[config.mk]
export PLATFORM = sky130hd
export DESIGN_NAME = freq_result_reader
export DESIGN_NICKNAME = d
export VERILOG_FILES = /design/src/rtl/freq_pkg.sv /design/src/rtl/sync_edge.sv /design/src/rtl/freq_result_reader.sv
export SDC_FILE = /design/constraint.sdc
export NUM_CORES = 1
export LEC_CHECK = 0
export BUFFER_PORTS_ARGS = -buffer_cell sky130_fd_sc_hd__buf_2
export CORE_UTILIZATION = 53
export CTS_CLUSTER_SIZE = 30
export DETAILED_ROUTE_END_ITERATION = 7
export GPL_TIMING_DRIVEN = 0
export PLACE_DENSITY = 0.89
export SKIP_LAST_GASP = 1
export SYNTH_ARGS = -nofsm -noshare
export SYNTH_HDL_FRONTEND = slang
export SYNTH_SLANG_ARGS = --single-unit
export TNS_END_PERCENT = 5
[constraint.sdc]
create_clock -name Clock -period 4.7 [get_ports Clock]
set_input_delay 0.235 -clock Clock [delete_from_list [all_inputs] [get_ports Clock]]
set_output_delay 0.235 -clock Clock [all_outputs]
set_load 0.005 [all_outputs]
[src/rtl/freq_pkg.sv]
// freq_pkg: shared widths, word tags and reader states for the frequency buffer read-out
package freq_pkg;
    localparam int FREQ_W = 10;
    localparam int NUM_SAMPLES = 8;
    localparam logic [3:0] TAG_HDR = 4'hF;
    localparam logic [3:0] TAG_AVG = 4'h9;
    localparam logic [3:0] TAG_ERR = 4'hE;
    typedef enum logic [2:0] {IDLE, WAIT_DONE, CAPTURE, SEND, ERR} state_t;
endpackage

[src/rtl/sync_edge.sv]
// sync_edge: multi-flop synchroniser for a slow foreign-domain flag, with a one-cycle rising-edge pulse
module sync_edge #(
    parameter int SYNC_STAGES = 2
) (
    input  logic Clock,
    input  logic nReset,
    input  logic d,
    output logic rise
);
    logic [SYNC_STAGES-1:0] sync_q;
    logic last_q;
    always_ff @(posedge Clock or negedge nReset) begin
        if (!nReset) begin
            sync_q <= '0;
            last_q <= 1'b0;
        end else begin
            sync_q <= {sync_q[SYNC_STAGES-2:0], d};
            last_q <= sync_q[SYNC_STAGES-1];
        end
    end
    assign rise = sync_q[SYNC_STAGES-1] & ~last_q;
endmodule

[src/rtl/freq_result_reader.sv]
// freq_result_reader: starts a buffer run, waits for done (with timeout), snapshots the
// history and average, and streams them as tagged 16-bit words over valid/ready
module freq_result_reader
    import freq_pkg::*;
#(
    parameter int TIMEOUT_CYCLES = 50_000_000,
    parameter int SYNC_STAGES    = 2
) (
    input  logic              Clock,
    input  logic              nReset,
    input  logic              start,
    input  logic [15:0]       samples_req_in,
    output logic              enable,
    output logic [15:0]       samples_required,
    input  logic              done_flag,
    input  logic [FREQ_W-1:0] average_in,
    input  logic [FREQ_W-1:0] buff_in [NUM_SAMPLES-1:0],
    output logic [15:0]       dout,
    output logic              dout_valid,
    input  logic              dout_ready,
    output logic              busy,
    output logic              result_done,
    output logic              timeout_err
);
    localparam int CW = $clog2(TIMEOUT_CYCLES);
    localparam logic [CW-1:0] CNT_MAX = CW'(TIMEOUT_CYCLES - 1);
    state_t state, state_nxt;
    logic done_rise, accept, run_start, last_word, timed_out;
    logic [CW-1:0] cnt;
    logic [3:0] idx;
    logic [2:0] sel;
    logic [FREQ_W-1:0] snap [NUM_SAMPLES-1:0];
    logic [FREQ_W-1:0] avg;

    sync_edge #(.SYNC_STAGES(SYNC_STAGES)) u_sync (
        .Clock (Clock),
        .nReset(nReset),
        .d     (done_flag),
        .rise  (done_rise)
    );

    assign accept     = dout_valid & dout_ready;
    assign run_start  = start && samples_req_in != '0;
    assign last_word  = idx == 4'd9;
    assign timed_out  = cnt == CNT_MAX;
    assign sel        = 3'(idx - 4'd1);
    assign enable     = state == WAIT_DONE;
    assign busy       = state != IDLE;
    assign dout_valid = state == SEND || state == ERR;

    always_comb begin
        dout = '0;
        if (state == ERR)
            dout = {TAG_ERR, 12'h000};
        else if (state == SEND)
            dout = idx == 4'd0 ? {TAG_HDR, samples_required[11:0]} :
                   last_word   ? {TAG_AVG, 2'b00, avg} :
                                 {idx, 2'b00, snap[sel]};
    end

    // done_rise is tested before the timeout so a coincident completion still captures
    always_comb begin
        state_nxt = state;
        case (state)
            IDLE:      state_nxt = run_start ? WAIT_DONE : IDLE;
            WAIT_DONE: state_nxt = done_rise ? CAPTURE : timed_out ? ERR : WAIT_DONE;
            CAPTURE:   state_nxt = SEND;
            SEND:      state_nxt = accept && last_word ? IDLE : SEND;
            ERR:       state_nxt = accept ? IDLE : ERR;
            default:   state_nxt = IDLE;
        endcase
    end

    always_ff @(posedge Clock or negedge nReset) begin
        if (!nReset) begin
            state            <= IDLE;
            samples_required <= '0;
            cnt              <= '0;
            idx              <= '0;
            avg              <= '0;
            snap             <= '{default: '0};
            timeout_err      <= 1'b0;
            result_done      <= 1'b0;
        end else begin
            state       <= state_nxt;
            result_done <= state == SEND && accept && last_word;
            if (state == IDLE && run_start) begin
                samples_required <= samples_req_in;
                cnt              <= '0;
                timeout_err      <= 1'b0;
            end
            if (state == WAIT_DONE && !timed_out)
                cnt <= cnt + CW'(1);
            if (state == WAIT_DONE && !done_rise && timed_out)
                timeout_err <= 1'b1;
            if (state == CAPTURE) begin
                snap <= buff_in;
                avg  <= average_in;
                idx  <= '0;
            end
            if (state == SEND && accept)
                idx <= idx + 4'd1;
        end
    end
endmodule

==> flow_metrics.tcl <==
set metrics [dict create \
    gr-usage-all-layers_pct 28.58 \
    setup_violations 0 \
    cts_tree "built" \
    synth_seq_cells 144 \
    routed_via_density 6.001 \
    finalPower_mw 6.028 \
    yosysWarningCount 0 \
    synthesis.nets 653 \
    grt_pass1_vias 5400 \
    drive_above_1_share_pct 44.71 \
    overflow 0 \
    async_reset_ff_share_pct 100.0 \
    drv_slew 0 \
    clockBufferDepth 2 \
    placementRows 40 \
    cp.required_ns 4.47 \
    gp_congestion 0.8780 \
    synth_edf_count 0 \
    finalCritPeriodShare_pct 72.01 \
    cts_buffers 17 \
    powerDensity_nw_per_um2 719.1 \
    yosysMostFrequentCell "dfrtp_1" \
    cp_data_arrival_time_ns 3.15 \
    max_freq_ghz 0.2955 \
    stdcell_area_um2 8382 \
    end_kind "primary output" \
    internal-power_mw 3.943 \
    io_buffers 146 \
    ir_drop_mv 0.3760 \
    grt_antenna_before_repair 0 \
    vias 5323 \
    postCtsSetupBuffers 0 \
    crit_fanout 10 \
    tightest_slew_ns 0.9753 \
    comb_power_share_pct 41.8 \
    status "complete, no violations" \
    coreArea_um2 12260 \
    setup_tns_ns 0 \
    p_sw_share_pct 34.58 \
    final_util_pct 68.36 \
    path_clk_slew_ns 0.06 \
    cts_max_level 4 \
    max_slew_margin_pct 34.48 \
    mappedNetlistArea_um2 6789 \
    wl_per_cell_um 20.11 \
    synthCells 538 \
    p_sw_mw 2.084 \
    yosysSeqAreaShare_pct 53.08 \
    dp_hpwl_mm 12.81 \
    hold_slack_ns 0.04168 \
    cts_sinks 144 \
    die_h_um 115.2 \
    p_leak_nw 3.766 \
    dieWidth_um 115.2 \
    initial_utilization_pct 55.37 \
    synth_commonest_cells "dfrtp_1 (144), mux2_2 (112), o21ai_0 (32)" \
    hold_path.class "input port to flop" \
    synth_area_leaders "dfrtp_1 (53%), mux2_2 (19%), mux4_2 (4.6%)" \
    io_pins 148 \
    drt_pass1_iterations 7 \
    finalHoldViolations 0 \
    synth_cell_type_count 51 \
    path_class "flop to primary output" \
    layout.nets 821 \
    max-cap-violations 0 \
    clock_skew_ns 0.006794 \
    syn_area_per_cell_um2 12.62 \
    grt_pass1_wl_mm 27.70 \
    rsz0062_at_grt "no" \
    grt_start_max_net_pins 90 \
    drt_iter0_markers 477 \
    syn_to_final_growth_pct 23.46 \
    drc_errors 0 \
    drt_wl_total_mm 17.84 \
    netlist.area_leader.share_pct 53.08 \
    cts_root_buffer "clkbuf_16" \
    drtAntennaViolNets 0 \
    period_minus_slack_ns 3.384 \
    p_clk_share_pct 22.5 \
    worstSetupStartpointType "flop" \
    dieArea_um2 13270 \
    insertion_delay_ns 0.42 \
    yosysTopAreaCell "dfrtp_1" \
    ys.flop_type "dfrtp_1" \
    placed_area_um2 7764 \
    seq_power_share_pct 35.7 \
]
-- kinds of logic after synthesis --
group,after synthesis,share of synthesized area (%)
flops,144,53.08
mux,139,25.14
simple gates,122,9.841
compound gates,84,7.851
buf+inv,43,3.096
fa+ha+maj,4,0.7372
xor+xnor,2,0.2581
-- path summary, 6_finish.rpt --
path                             startpoint               end  slack [ns]  cells after the start
min in group asynchronous            nReset           cnt[19]        0.35                      2
max                                  idx[0]           dout[0]        1.32                      8
max reg2reg                        state[1]           cnt[25]        2.39                      5
min                              buff_in[2]           snap[2]        0.04                      2
min reg2reg                u_sync.sync_q[0]  u_sync.sync_q[1]        0.36                      0
max in group asynchronous            nReset          snap[45]        3.53                      3
-- timing repair --
item,in CTS,in global routing
gates resized for setup,0,0
setup endpoints to repair,0,0
hold buffers,2,0
endpoints found under the hold margin,56,0
-- registers in the layout, indices dropped and copies added (netlist names) --
name              cells
avg                  10
cnt                  26
idx                   4
result_done           1
samples_required     16
snap                 80
state                 3
timeout_err           1
u_sync.last_q         1
u_sync.sync_q         2
-- per-layer routing --
layer	up-vias	routed length [um]	GRT usage, %
li1	2345	-	-
met1	2654	6602	33.16
met2	267	9319	49.00
met3	57	1284	8.276
met4	0	633	13.42
met5	-	0	0
-- layout make-up --
cell class | instances | area [um^2]
fill | 859 | 3880
multi-input combinational | 351 | 2975
clock buffer | 20 | 456.7
tap | 168 | 210.2
antenna | 1 | 2.502
buffer | 31 | 157.7
inverter | 12 | 52.55
timing repair buffer | 149 | 784.5
sequential | 144 | 3603
clock inverter | 11 | 138.9
-- cells in the final DEF (no fill, tap or decap), drive strengths merged, types with 5 or more instances in the layout --
cell | netlist | final
nand2b | 8 | 8
mux2i | 13 | 13
nand4 | 14 | 14
a22oi | 10 | 10
and3 | 9 | 9
mux2 | 112 | 112
nor2b | 5 | 5
o21ai | 35 | 35
mux4 | 14 | 14
nand2 | 19 | 19
inv | 12 | 12
clkinv | 0 | 6
buf | 15 | 162
nor2 | 8 | 8
dfrtp | 144 | 144
nor4 | 6 | 6
nand3 | 31 | 31
a21oi | 15 | 15
o22a | 6 | 6
clkbuf | 16 | 36
nor3 | 9 | 9
-- power by group through the flow --
stage / Combinational [mW] / Sequential, mW / Clock [mW]
6_report: 2.52 / 2.15 / 1.36
5_1_grt: 2.71 / 2.21 / 1.43
4_1_cts: 2.52 / 2.14 / 1.37
3_5_place_dp: 2.48 / 2.15 / 0
3_3_place_gp: 2.37 / 2.09 / 0
2_1_floorplan: 1.74 / 2.03 / 0
-- worst max-delay path, cell delays in order (launching register included) --
cell and delay (ns):
dfrtp_1 0.38, buf_2 0.29, inv_1 0.17, ha_1 0.38, clkbuf_1 0.52, nand3_1 0.39
o22a_1 0.30, a21oi_1 0.15, buf_2 0.14
-- through the flow --
step | worst slack [ns] | std cells
after floorplan | 2.461 | 538
after global placement | 1.536 | 852
after detailed placement | 1.844 | 853
after CTS | 1.307 | 886
after global routing | 1.126 | 886
final | 1.316 | 887
(Power assumes the default switching activity.)
